[src/rtl/fft_pkg.sv]
// Shared definitions for the 16-point radix-2 DIT FFT sequencing logic.
// Holds the transform geometry, the controller state encoding, the word carried
// down the write-back delay line, and the butterfly address helper.
package fft_pkg;

  localparam int unsigned N_POINTS     = 16;
  localparam int unsigned LOG2N        = 4;
  localparam int unsigned ADDR_W       = 4;
  localparam int unsigned TW_W         = 3;
  localparam int unsigned BF_PER_STAGE = N_POINTS / 2;

  typedef enum logic [1:0] {
    IDLE,
    ISSUE,
    DRAIN
  } state_e;

  // Read-side address triple for one butterfly.
  typedef struct packed {
    logic [ADDR_W-1:0] addr_1;
    logic [ADDR_W-1:0] addr_2;
    logic [TW_W-1:0]   twiddle;
  } bf_addr_t;

  // One delay-line slot: a butterfly issue tagged with its valid bit.
  typedef struct packed {
    logic              valid;
    logic [ADDR_W-1:0] addr_1;
    logic [ADDR_W-1:0] addr_2;
    logic [TW_W-1:0]   twiddle;
  } dl_word_t;

  // Operand addresses and twiddle index for butterfly k of the given stage.
  function automatic bf_addr_t bf_addr(input logic [1:0] stage, input logic [2:0] k);
    logic [ADDR_W-1:0] span;
    logic [ADDR_W-1:0] pos;
    logic [ADDR_W-1:0] grp;
    bf_addr_t          res;
    span        = ADDR_W'(1) << stage;
    pos         = {1'b0, k} & (span - ADDR_W'(1));
    grp         = {1'b0, k} >> stage;
    // grp * 2 * span, shifted in two steps so no intermediate overflows
    res.addr_1  = ((grp << 1) << stage) + pos;
    res.addr_2  = res.addr_1 + span;
    res.twiddle = TW_W'(pos << (2'd3 - stage));
    return res;
  endfunction

endpackage

[src/rtl/fft_delay_line.sv]
// Fixed-depth shift register with two taps.
//   clk_i       rising-edge clock
//   rst_i       synchronous active-high clear of every stage
//   data_i      word entering the line this cycle
//   tap_first_o data_i delayed by one cycle
//   tap_last_o  data_i delayed by Depth cycles
module fft_delay_line #(
  parameter int unsigned Width = 12,
  parameter int unsigned Depth = 4
) (
  input  logic             clk_i,
  input  logic             rst_i,
  input  logic [Width-1:0] data_i,
  output logic [Width-1:0] tap_first_o,
  output logic [Width-1:0] tap_last_o
);

  logic [Width-1:0] pipe_q [Depth];

  always_ff @(posedge clk_i) begin
    if (rst_i) begin
      for (int i = 0; i < Depth; i++) begin
        pipe_q[i] <= '0;
      end
    end else begin
      pipe_q[0] <= data_i;
      for (int i = 1; i < Depth; i++) begin
        pipe_q[i] <= pipe_q[i-1];
      end
    end
  end

  assign tap_first_o = pipe_q[0];
  assign tap_last_o  = pipe_q[Depth-1];

endmodule

[src/rtl/fft_addr_gen.sv]
// Sequencing controller for the 16-point radix-2 DIT FFT.
// Issues one butterfly per cycle (8 per stage, 4 stages) to a ping-pong
// two-bank memory, then drains until every write of the stage has landed
// before swapping bank roles.
//   clk, rst       clock and synchronous active-high reset
//   start          one-cycle pulse to begin a transform (ignored while busy)
//   addr_1/addr_2  registered read addresses, top/bottom operand
//   addw_1/addw_2  write addresses, WR_DELAY cycles behind the reads
//   write_enable   write strobe, aligned with addw_*
//   select         1: read bank A / write bank B, 0: reverse
//   bf_valid       read data valid at the butterfly, with twiddle_idx
//   stage          current stage
//   busy, done     transform in progress / one-cycle completion pulse
module fft_addr_gen
  import fft_pkg::*;
#(
  parameter int unsigned BF_LATENCY = 3
) (
  input  logic              clk,
  input  logic              rst,
  input  logic              start,
  output logic [ADDR_W-1:0] addr_1,
  output logic [ADDR_W-1:0] addr_2,
  output logic [ADDR_W-1:0] addw_1,
  output logic [ADDR_W-1:0] addw_2,
  output logic              write_enable,
  output logic              select,
  output logic              bf_valid,
  output logic [TW_W-1:0]   twiddle_idx,
  output logic [1:0]        stage,
  output logic              busy,
  output logic              done
);

  // Memory read latency (1) plus butterfly pipeline depth.
  localparam int unsigned WR_DELAY  = 1 + BF_LATENCY;
  localparam logic [3:0]  DrainLast = 4'(WR_DELAY - 1);
  localparam logic [2:0]  LastBf    = 3'(BF_PER_STAGE - 1);

  state_e     state_q, state_d;
  logic [1:0] stage_q, stage_d;
  logic [2:0] k_q, k_d;
  logic [3:0] drain_q, drain_d;
  bf_addr_t   bf_q, bf_d;
  logic       select_q, select_d;
  logic       done_q, done_d;

  dl_word_t   dl_in, dl_tap1, dl_tapw;
  logic       unused_taps;

  always_ff @(posedge clk) begin
    if (rst) begin
      state_q  <= IDLE;
      stage_q  <= '0;
      k_q      <= '0;
      drain_q  <= '0;
      bf_q     <= '0;
      select_q <= 1'b0;
      done_q   <= 1'b0;
    end else begin
      state_q  <= state_d;
      stage_q  <= stage_d;
      k_q      <= k_d;
      drain_q  <= drain_d;
      bf_q     <= bf_d;
      select_q <= select_d;
      done_q   <= done_d;
    end
  end

  always_comb begin
    state_d  = state_q;
    stage_d  = stage_q;
    k_d      = k_q;
    drain_d  = drain_q;
    bf_d     = bf_q;
    select_d = select_q;
    done_d   = 1'b0;

    unique case (state_q)
      IDLE: begin
        if (start) begin
          state_d = ISSUE;
          stage_d = '0;
          k_d     = '0;
        end
      end
      ISSUE: begin
        if (k_q == LastBf) begin
          state_d = DRAIN;
          drain_d = '0;
        end else begin
          k_d = k_q + 3'd1;
        end
      end
      DRAIN: begin
        if (drain_q == DrainLast) begin
          if (stage_q == 2'd3) begin
            state_d = IDLE;
            done_d  = 1'b1;
          end else begin
            state_d = ISSUE;
            stage_d = stage_q + 2'd1;
            k_d     = '0;
          end
        end else begin
          drain_d = drain_q + 4'd1;
        end
      end
      default: state_d = IDLE;
    endcase

    // Addresses are computed a cycle early so they are registered outputs
    // during the ISSUE cycle they belong to.
    if (state_d == ISSUE) begin
      bf_d = bf_addr(stage_d, k_d);
    end

    // Results of the last stage land in bank A, so leave it selected for reading.
    if (done_d) begin
      select_d = 1'b1;
    end else if (state_d != IDLE) begin
      select_d = ~stage_d[0];
    end
  end

  always_comb begin
    dl_in         = '0;
    dl_in.valid   = (state_q == ISSUE);
    dl_in.addr_1  = bf_q.addr_1;
    dl_in.addr_2  = bf_q.addr_2;
    dl_in.twiddle = bf_q.twiddle;
  end

  fft_delay_line #(
    .Width($bits(dl_word_t)),
    .Depth(WR_DELAY)
  ) u_delay_line (
    .clk_i      (clk),
    .rst_i      (rst),
    .data_i     (dl_in),
    .tap_first_o(dl_tap1),
    .tap_last_o (dl_tapw)
  );

  assign unused_taps = ^{dl_tap1.addr_1, dl_tap1.addr_2, dl_tapw.twiddle};

  assign addr_1       = bf_q.addr_1;
  assign addr_2       = bf_q.addr_2;
  assign bf_valid     = dl_tap1.valid;
  assign twiddle_idx  = dl_tap1.twiddle;
  assign addw_1       = dl_tapw.addr_1;
  assign addw_2       = dl_tapw.addr_2;
  assign write_enable = dl_tapw.valid;
  assign select       = select_q;
  assign stage        = stage_q;
  assign busy         = (state_q != IDLE);
  assign done         = done_q;

endmodule

[config.mk]
export PLATFORM = sky130hd
export DESIGN_NAME = fft_addr_gen
export DESIGN_NICKNAME = d
export VERILOG_FILES = /design/src/rtl/fft_pkg.sv /design/src/rtl/fft_delay_line.sv /design/src/rtl/fft_addr_gen.sv
export SDC_FILE = /design/constraint.sdc
export NUM_CORES = 1
export LEC_CHECK = 0
export ABC_AREA = 0
export CAP_MARGIN = 20
export CORE_MARGIN = 3
export CORE_UTILIZATION = 30
export CTS_BUF_LIST = sky130_fd_sc_hd__clkbuf_8
export DETAILED_ROUTE_END_ITERATION = 8
export GPL_ROUTABILITY_DRIVEN = 0
export MAX_ROUTING_LAYER = met4
export PLACE_DENSITY = 0.57
export SLEW_MARGIN = 0
export SYNTH_ARGS = -nofsm -noshare
export SYNTH_HDL_FRONTEND = slang
export SYNTH_SLANG_ARGS = --single-unit
[constraint.sdc]
create_clock -name clk -period 5 [get_ports clk]
set_input_delay 0.75 -clock clk [delete_from_list [all_inputs] [get_ports clk]]
set_output_delay 0.75 -clock clk [all_outputs]
set_load 0.02 [all_outputs]
After elaboration in Yosys (flattened, before gate mapping)
Memories as Yosys holds them, arrays and structs flattened.
Index checks and enable logic that the tools add are counted.
Widths: inputs -> output; s select.
{"block": "classes", "n_addsub": 7, "eq_ne": 8, "shift": 4, "mux": 29, "n_bitwise": 6, "reduce_logical": 6}
{"operator": "$mux 12", "count": 4}
{"operator": "$mux 2", "count": 6}
{"operator": "$mux 3", "count": 4}
{"operator": "$mux 1", "count": 9}
{"operator": "$pmux 3 s3", "count": 1}
{"operator": "$add 4x4->4", "count": 2}
{"operator": "$mux 4", "count": 2}
{"operator": "$pmux 4 s2", "count": 1}
{"operator": "$reduce_bool 2->1", "count": 4}
{"operator": "$pmux 2 s3", "count": 1}
{"operator": "$add 4x1->4 const B", "count": 1}
{"operator": "$and 3x4->4", "count": 1}
{"operator": "$eq 2x1->1 const B", "count": 2}
{"operator": "$eq 2x2->1 const B", "count": 2}
{"operator": "$eq 4x2->1 const B", "count": 1}
{"operator": "$ne 2x2->1 const B", "count": 2}
{"operator": "$or 1x1->1", "count": 4}
{"operator": "$pmux 2 s2", "count": 1}
{"operator": "$shl 1x2->4 const A", "count": 1}
{"operator": "$shl 4x2->3", "count": 1}
{"operator": "$shl 4x2->4", "count": 1}
{"operator": "$sub 4x1->4 const B", "count": 1}
{"operator": "$add 3x1->3 const B", "count": 1}
{"operator": "$eq 3x3->1 const B", "count": 1}
{"operator": "other kinds (6)", "count": 6}
{"block": "word_totals", "register_bits": 24, "ramBits": 48, "inputBits": 3, "out_inout_bits": 26, "memories": 1}
{"name": "u_delay_line.pipe_q", "words": 4, "width": 12, "rd": 4, "rd_clocked_by_memory_dff": 0, "wr": 4, "line_no": "fft_delay_line.sv:18", "source": "logic [Width-1:0] pipe_q [Depth];"}

Logic depth before layout (Yosys ltp)
{"block": "depth", "word_depth": 9, "mapped_depth": 15}

Hierarchy
Synthesis repeated with hierarchy kept, for this count alone.
{"block": "unflattened", "cells_unflattened": 270, "hier_area_um2": 2815.2}
{"mod": "fft_addr_gen", "n_inst": 1, "cells_per_inst": 169, "area_each_um2": 1510.2, "seq_area_each_um2": 480.5}
{"mod": "fft_delay_line", "n_inst": 1, "cells_per_inst": 101, "area_each_um2": 1305.0, "seq_area_each_um2": 960.9}

Worst setup path after synthesis
No wires, ideal clock.
{"block": "synth_timing", "kind": "register -> register", "start": "register state_q[0]", "end": "register bf_q, in the netlist addr_2[3]", "setup_ns": 0.117, "t_arrival_ns": 3.398, "required_time_ns": 4.883, "slack_ns": 1.485, "stages_incl_launch_ff": 15, "path_cell_list": "dfxtp_1 -> inv_1 -> ha_1 -> nor2b_1 -> buf_2 -> a21o_1 -> a211oi_1 -> and3_1 -> ha_1 -> fa_1 -> ha_1 -> a21oi_1 -> xnor2_1 -> or3_1 -> a32o_1"}
{"block": "synth_between", "elab_chain_cells": 7, "elab_cells_between_ends": 17, "classes_between": "add/sub (3); eq/ne (3); shift (3); mux (6); bitwise (1); reduce/logical (1)"}
{"element": "start, declared", "line_no": "fft_addr_gen.sv:40", "source": "state_e state_q, state_d;"}
{"element": "start signal, assigned", "line_no": "fft_addr_gen.sv:61", "source": "state_q <= state_d;"}
{"element": "$eq 2x2->1 or $logic_not 2->1 (tied branches)", "line_no": "fft_addr_gen.sv:80", "source": "unique case (state_q)"}
{"element": "$pmux 2 s2", "line_no": "fft_addr_gen.sv:80"}
{"element": "$shl 1x2->4", "line_no": "fft_pkg.sv:39", "source": "span = ADDR_W'(1) << stage;"}
{"element": "$sub 4x1->4", "line_no": "fft_pkg.sv:40", "source": "pos = {1'b0, k} & (span - ADDR_W'(1));"}
{"element": "$and 3x4->4", "line_no": "fft_pkg.sv:40"}
{"element": "$add 4x4->4", "line_no": "fft_pkg.sv:43", "source": "res.addr_1 = ((grp << 1) << stage) + pos;"}
{"element": "$add 4x4->4", "line_no": "fft_pkg.sv:44", "source": "res.addr_2 = res.addr_1 + span;"}
{"element": "end signal, assigned", "line_no": "fft_addr_gen.sv:57", "source": "bf_q <= '0;"}
{"element": "end signal, assigned", "line_no": "fft_addr_gen.sv:65", "source": "bf_q <= bf_d;"}
{"element": "end, declared", "line_no": "fft_addr_gen.sv:44", "source": "bf_addr_t bf_q, bf_d;"}
Parallel ways exist; a longest one is shown, timed or not.
A chain may end at the register's enable or synchronous reset.

Worst setup path after layout
{"block": "layout_timing", "start": "input start", "end": "register bf_q, in the netlist addr_2[3]"}
{"block": "layout_between", "elab_chain_cells": 7, "elab_cells_between_ends": 14, "classes_between": "add/sub (3); eq/ne (1); shift (3); mux (6); bitwise (1)"}
{"element": "start, declared", "line_no": "fft_addr_gen.sv:21", "source": "input logic start,"}
{"element": "$mux 2", "line_no": "fft_addr_gen.sv:82", "source": "if (start) begin"}
{"element": "$pmux 2 s2", "line_no": "fft_addr_gen.sv:80"}
{"element": "$shl 1x2->4", "line_no": "fft_pkg.sv:39"}
{"element": "$sub 4x1->4", "line_no": "fft_pkg.sv:40"}
{"element": "$and 3x4->4", "line_no": "fft_pkg.sv:40"}
{"element": "$add 4x4->4", "line_no": "fft_pkg.sv:43"}
{"element": "$add 4x4->4", "line_no": "fft_pkg.sv:44"}
Parallel ways exist; a longest one is shown, timed or not.

==> results by stage <==
Run status:
- The flow ran to the end, and the final reports show no timing, DRC or antenna violations.

Critical path:
- The number of cells traversed by the worst register-to-register path is 13.
- In this run the worst setup path begins at start.
- The capturing point of the worst reg2reg path is addr_2[3].
- In this run the critical register-to-register path is launched from state_q[1].
- For the worst setup path, the data required time is 5.23 ns.
- The critical path in this run is classified as input pin to flop.
- The arrival time at the worst endpoint is approximately 4.3 ns.
- The largest individual stage delay along the critical path comes from the cell nor2b_1.
- The most numerous cell type found on the critical path is ha_1.
- The worst setup path is launched from an input pin.
- On the worst path, the slowest cell contributes a delay of approximately 0.52 ns.
- The setup slack on the worst flop-to-flop path is between 1 and 1.5 ns.
- The type of destination of the critical path is a flop.
- Walking the worst path, the cells encountered are clkdlybuf4s50_1 > nor2b_1 > a221oi_1 > o2bb2ai_1 > and3_1 > ha_1 > fa_1 > ha_1 > a21oi_1 > xnor2_1 > or3_1 > a32o_1.
- Of all nets on the critical path, the largest fanout is 8.

Global routing:
- The number of antenna violations at the first check in global routing is 0.
- The first global-routing pass estimated about 8400 microns of wire.
- The met3 usage is 0.0394.
- For this run, global-route usage on met1 was measured as 0.139.
- The number of global-route vias before repair came to 1699.
- Global routing finished with a remaining overflow of 0.
- The overall global routing resource usage is 0.111.
- In the global route stage, met2 resource usage came out at 0.162.
- Entering global routing, the biggest net connects 42 pins.
- The peak-usage layer in the global routing report is met2.

Hold path:
- The path with the worst hold slack has its endpoint at u_delay_line.pipe_q[0][45].
- The worst min-delay path category is flop to flop.
- The depth of the worst hold-timing path is 1.
- The startpoint of the tightest hold check path is u_delay_line.pipe_q[0][33].

Floorplan:
- The region available for standard cell placement spans approximately 8500 sq um.
- The width of the chip is between 100 and 150 microns.
- From bottom edge to top edge, the die measures 101 microns.
- Row generation in the floorplan step produced 33 rows.
- The floorplan step defined a die boundary enclosing a little over 10000 sq um.
- The boundary pin count is 29.
- The starting density of the core is 0.318.

STA:
- The worst-case clock skew is around 0.0043 ns.
- Summed over all failing endpoints, the final setup total negative slack is 0 ns.
- Setup violations remaining at the end of the flow were counted as 0.
- The final cycle utilization of the critical path is 0.816.
- Setup repair after global routing left no endpoint under its margin.
- The total count of max-transition violations in the final report is 0.
- The post-route worst setup slack is 0.921 ns.
- The number of endpoints with negative hold slack in the final report was 0.
- The highest achievable clock rate is 245 MHz.
- The worst pin sits at a relative slew slack of 0.520.
- The post-route minimum period is approximately 4.1 ns.
- The transition time at the pin with the least slew margin is between 0.7 and 0.8 ns.

Final layout:
- In the final layout, the share of cells above drive strength 1 is 0.107.
- The filler cells instantiated in the layout total between 800 and 900.
- Leaving out fill and tap cells, the most frequent cells in the layout are dfxtp_1 (63), nor2b_1 (42), clkdlybuf4s50_1 (27).
- Compared with the post-synthesis result, the final layout area differs by 15.1%.
- The net count of the finished layout is approximately 300.
- The diode insertion count for antenna repair is 0.
- The leading cell type in the layout, fill and taps excluded is dfxtp_1.
- The filler-free cell count of the finished design is slightly below 400.
- After routing the design area is around 3100 sq um.

Drt:
- Using the TritonRoute via totals, the vias-per-cell ratio works out to a little under 5.
- For this run, design rule violations remaining after detail routing come to 0.
- In this run the remaining antenna-violating nets after routing total 0.
- In the final routed layout, each cell accounts on average for roughly 13 microns.
- The first routing iteration left 62 violations.
- The number of optimization iterations in the first detailed-route pass is 4.
- The detailed-route via count is 1901.
- The wire length reported by the detailed router is roughly 5000 microns.

Placed design:
- After legalization and detailed placement, the total HPWL measured 3500 microns.
- Once placement completed, the tool counted placed cells totaling roughly 380.
- The post-place instance area is between 2000 and 3000 sq um.
- The worst-case setup slack after placement is 0.607 ns.
- Port buffering added 28 buffers.

Logic synthesis:
- The area fraction in and, or, nand and nor cells after synthesis is 0.201.
- The share of the synthesized area in the top cell type is 0.468.
- Of the total synthesized cell area, the portion taken by full adders, half adders and majority gates is 0.0567.
- For this run, the register share of the synthesized area comes to 0.468.
- A synthesized cell averages 9.80 sq um.
- Counting flops with an async set or reset pin after synthesis yields a share of 0.
- The share of synthesized area spent on multiplexers is 0.0149.
- Of the total synthesized cell area, the portion taken by XOR and XNOR cells is 0.0163.
- Summed over all instances, the cell type with the most area after synthesis is dfxtp_1.
- In the synthesized netlist the dominant register cell turns out to be dfxtp_1.
- By area, the combinational part of the netlist is dominated by simple AND/OR/NAND/NOR gates.
- Synthesis produced 275 cells.
- For this run, the number of Yosys warnings is 0.
- The number of nets in the synthesized netlist is 289.
- The number of distinct library cell variants in the gate-level netlist after synthesis is 57.
- The compound-gate portion of the synthesized area came to 0.161.
- After synthesis the netlist holds a flip-flop and latch count of between 60 and 70.
- In this run the cell area of the synthesized design comes to roughly 2700 sq um.
- The count of flip-flops with a built-in enable after synthesis is 0.
- After synthesis, the cell types taking the most area are dfxtp_1 (47%), nor2b_1 (9.8%), buf_4 (5.3%).

Clock tree:
- The number of gates resized after CTS is 0.
- After clock tree synthesis, the setup repair step added 0 buffers.
- After clock tree synthesis, the clock-pin slew on the worst setup and hold paths is about 0.070 ns.
- Counting every sink on the clock net gives between 60 and 70.
- The TritonCTS clock tree is done.
- The cell at the root of the clock tree is clkbuf_8.
- Clock tree synthesis inserted a total of 9 buffers.
- The H-tree was split into 3 levels.
- In this run the deepest clock path goes through 2 buffers.
- The clock network latency to the later pin of the worst-skew pair is about 0.34 ns.
- In this run, post-CTS hold repair placed 0 buffers.

Pwr:
- Total power for the finished layout comes to between 1 and 1.5 mW.
- Across the VDD grid, the largest voltage drop is about 0.00011 V.
- The power per cell area is 332 nW/um^2.
- In this run the static leakage power is roughly 1.2 nW.

Flow run:
- Across the run, the number of max-cap violations was 0.
==> state kept, by name (all words and copies together) (netlist names) <==
signal / cells
done: 1
bf_q: 3
select: 1
k_q: 3
addr_2: 4
stage: 2
u_delay_line.pipe_q: 39
state_q: 2
drain_q: 4
addr_1: 4
==> report_power, final <==
group          switching (mW)  internal [mW]  total (mW)
clock                   0.198          0.190       0.388
combinational          0.0626         0.0462       0.109
sequential             0.0101          0.522       0.532
total                   0.270          0.759        1.03
==> worst max path at each step <==
stage                end  slack, ns  cells after the start
4_1_cts        addr_2[3]       0.99                     12
6_report       addr_2[3]       0.92                     12
5_1_grt        addr_2[3]       0.67                     12
2_1_floorplan  addr_2[3]       1.48                     14
3_3_place_gp   addr_2[3]       0.73                     12
3_5_place_dp   addr_2[3]       0.61                     12
==> kinds of logic after synthesis <==
logic type	count (synthesis)
AND/OR/NAND/NOR	93
flip-flops	63
AO/OA/AOI/OAI	60
buffers and inverters	38
adder cells (fa/ha/maj)	11
XOR/XNOR	5
multiplexers	4
other	1
==> Yosys cell counts (2+ instances only) <==
cell / count
clkbuf_1: 10
nand4_1: 2
xor2_1: 2
dfxtp_1: 63
and3_1: 2
a21o_1: 2
a211oi_1: 5
nor4_1: 3
mux2i_1: 4
ha_1: 9
nor2b_1: 42
a21oi_1: 17
buf_2: 2
nand3_1: 3
o22a_1: 3
or3_1: 3
xnor2_1: 3
buf_4: 19
nor2_1: 20
inv_1: 7
nand2_1: 7
o211a_1: 2
fa_1: 2
o21ai_0: 10
==> critical path: cells and delay by family <==
family | cells | cell delay [ns]
fa+ha+maj | 3 | 0.93
simple gates | 3 | 1.06
buf+inv | 1 | 0.48
compound gates | 4 | 1.01
xor+xnor | 1 | 0.09
==> through the flow <==
step,hold WS [ns],utilization
2_1_floorplan,0.414,-
3_3_place_gp,0.416,0.346
3_5_place_dp,0.422,0.346
4_1_cts,0.437,0.366
5_1_grt,0.452,0.366
6_report,0.435,0.366
==> metal layers <==
layer | vias to the layer above | share of wire
li1 | 958 | -
met1 | 884 | 0.47
met2 | 45 | 0.45
met3 | 14 | 0.055
met4 | 0 | 0.021
met5 | - | 0
==> cell type report <==
| class | count | area (sq um) | area share |
|---|---|---|---|
| Tap cell | 105 | 131 | 0.0424 |
| Clock inverter | 6 | 37.5 | 0.0121 |
| Inverter | 7 | 26.3 | 0.00847 |
| Timing Repair Buffer | 30 | 290 | 0.0936 |
| Sequential cell | 63 | 1260 | 0.407 |
| Clock buffer | 10 | 138 | 0.0444 |
| Multi-Input combinational cell | 174 | 1220 | 0.392 |
Note: power is estimated with default switching activity, not from simulation.
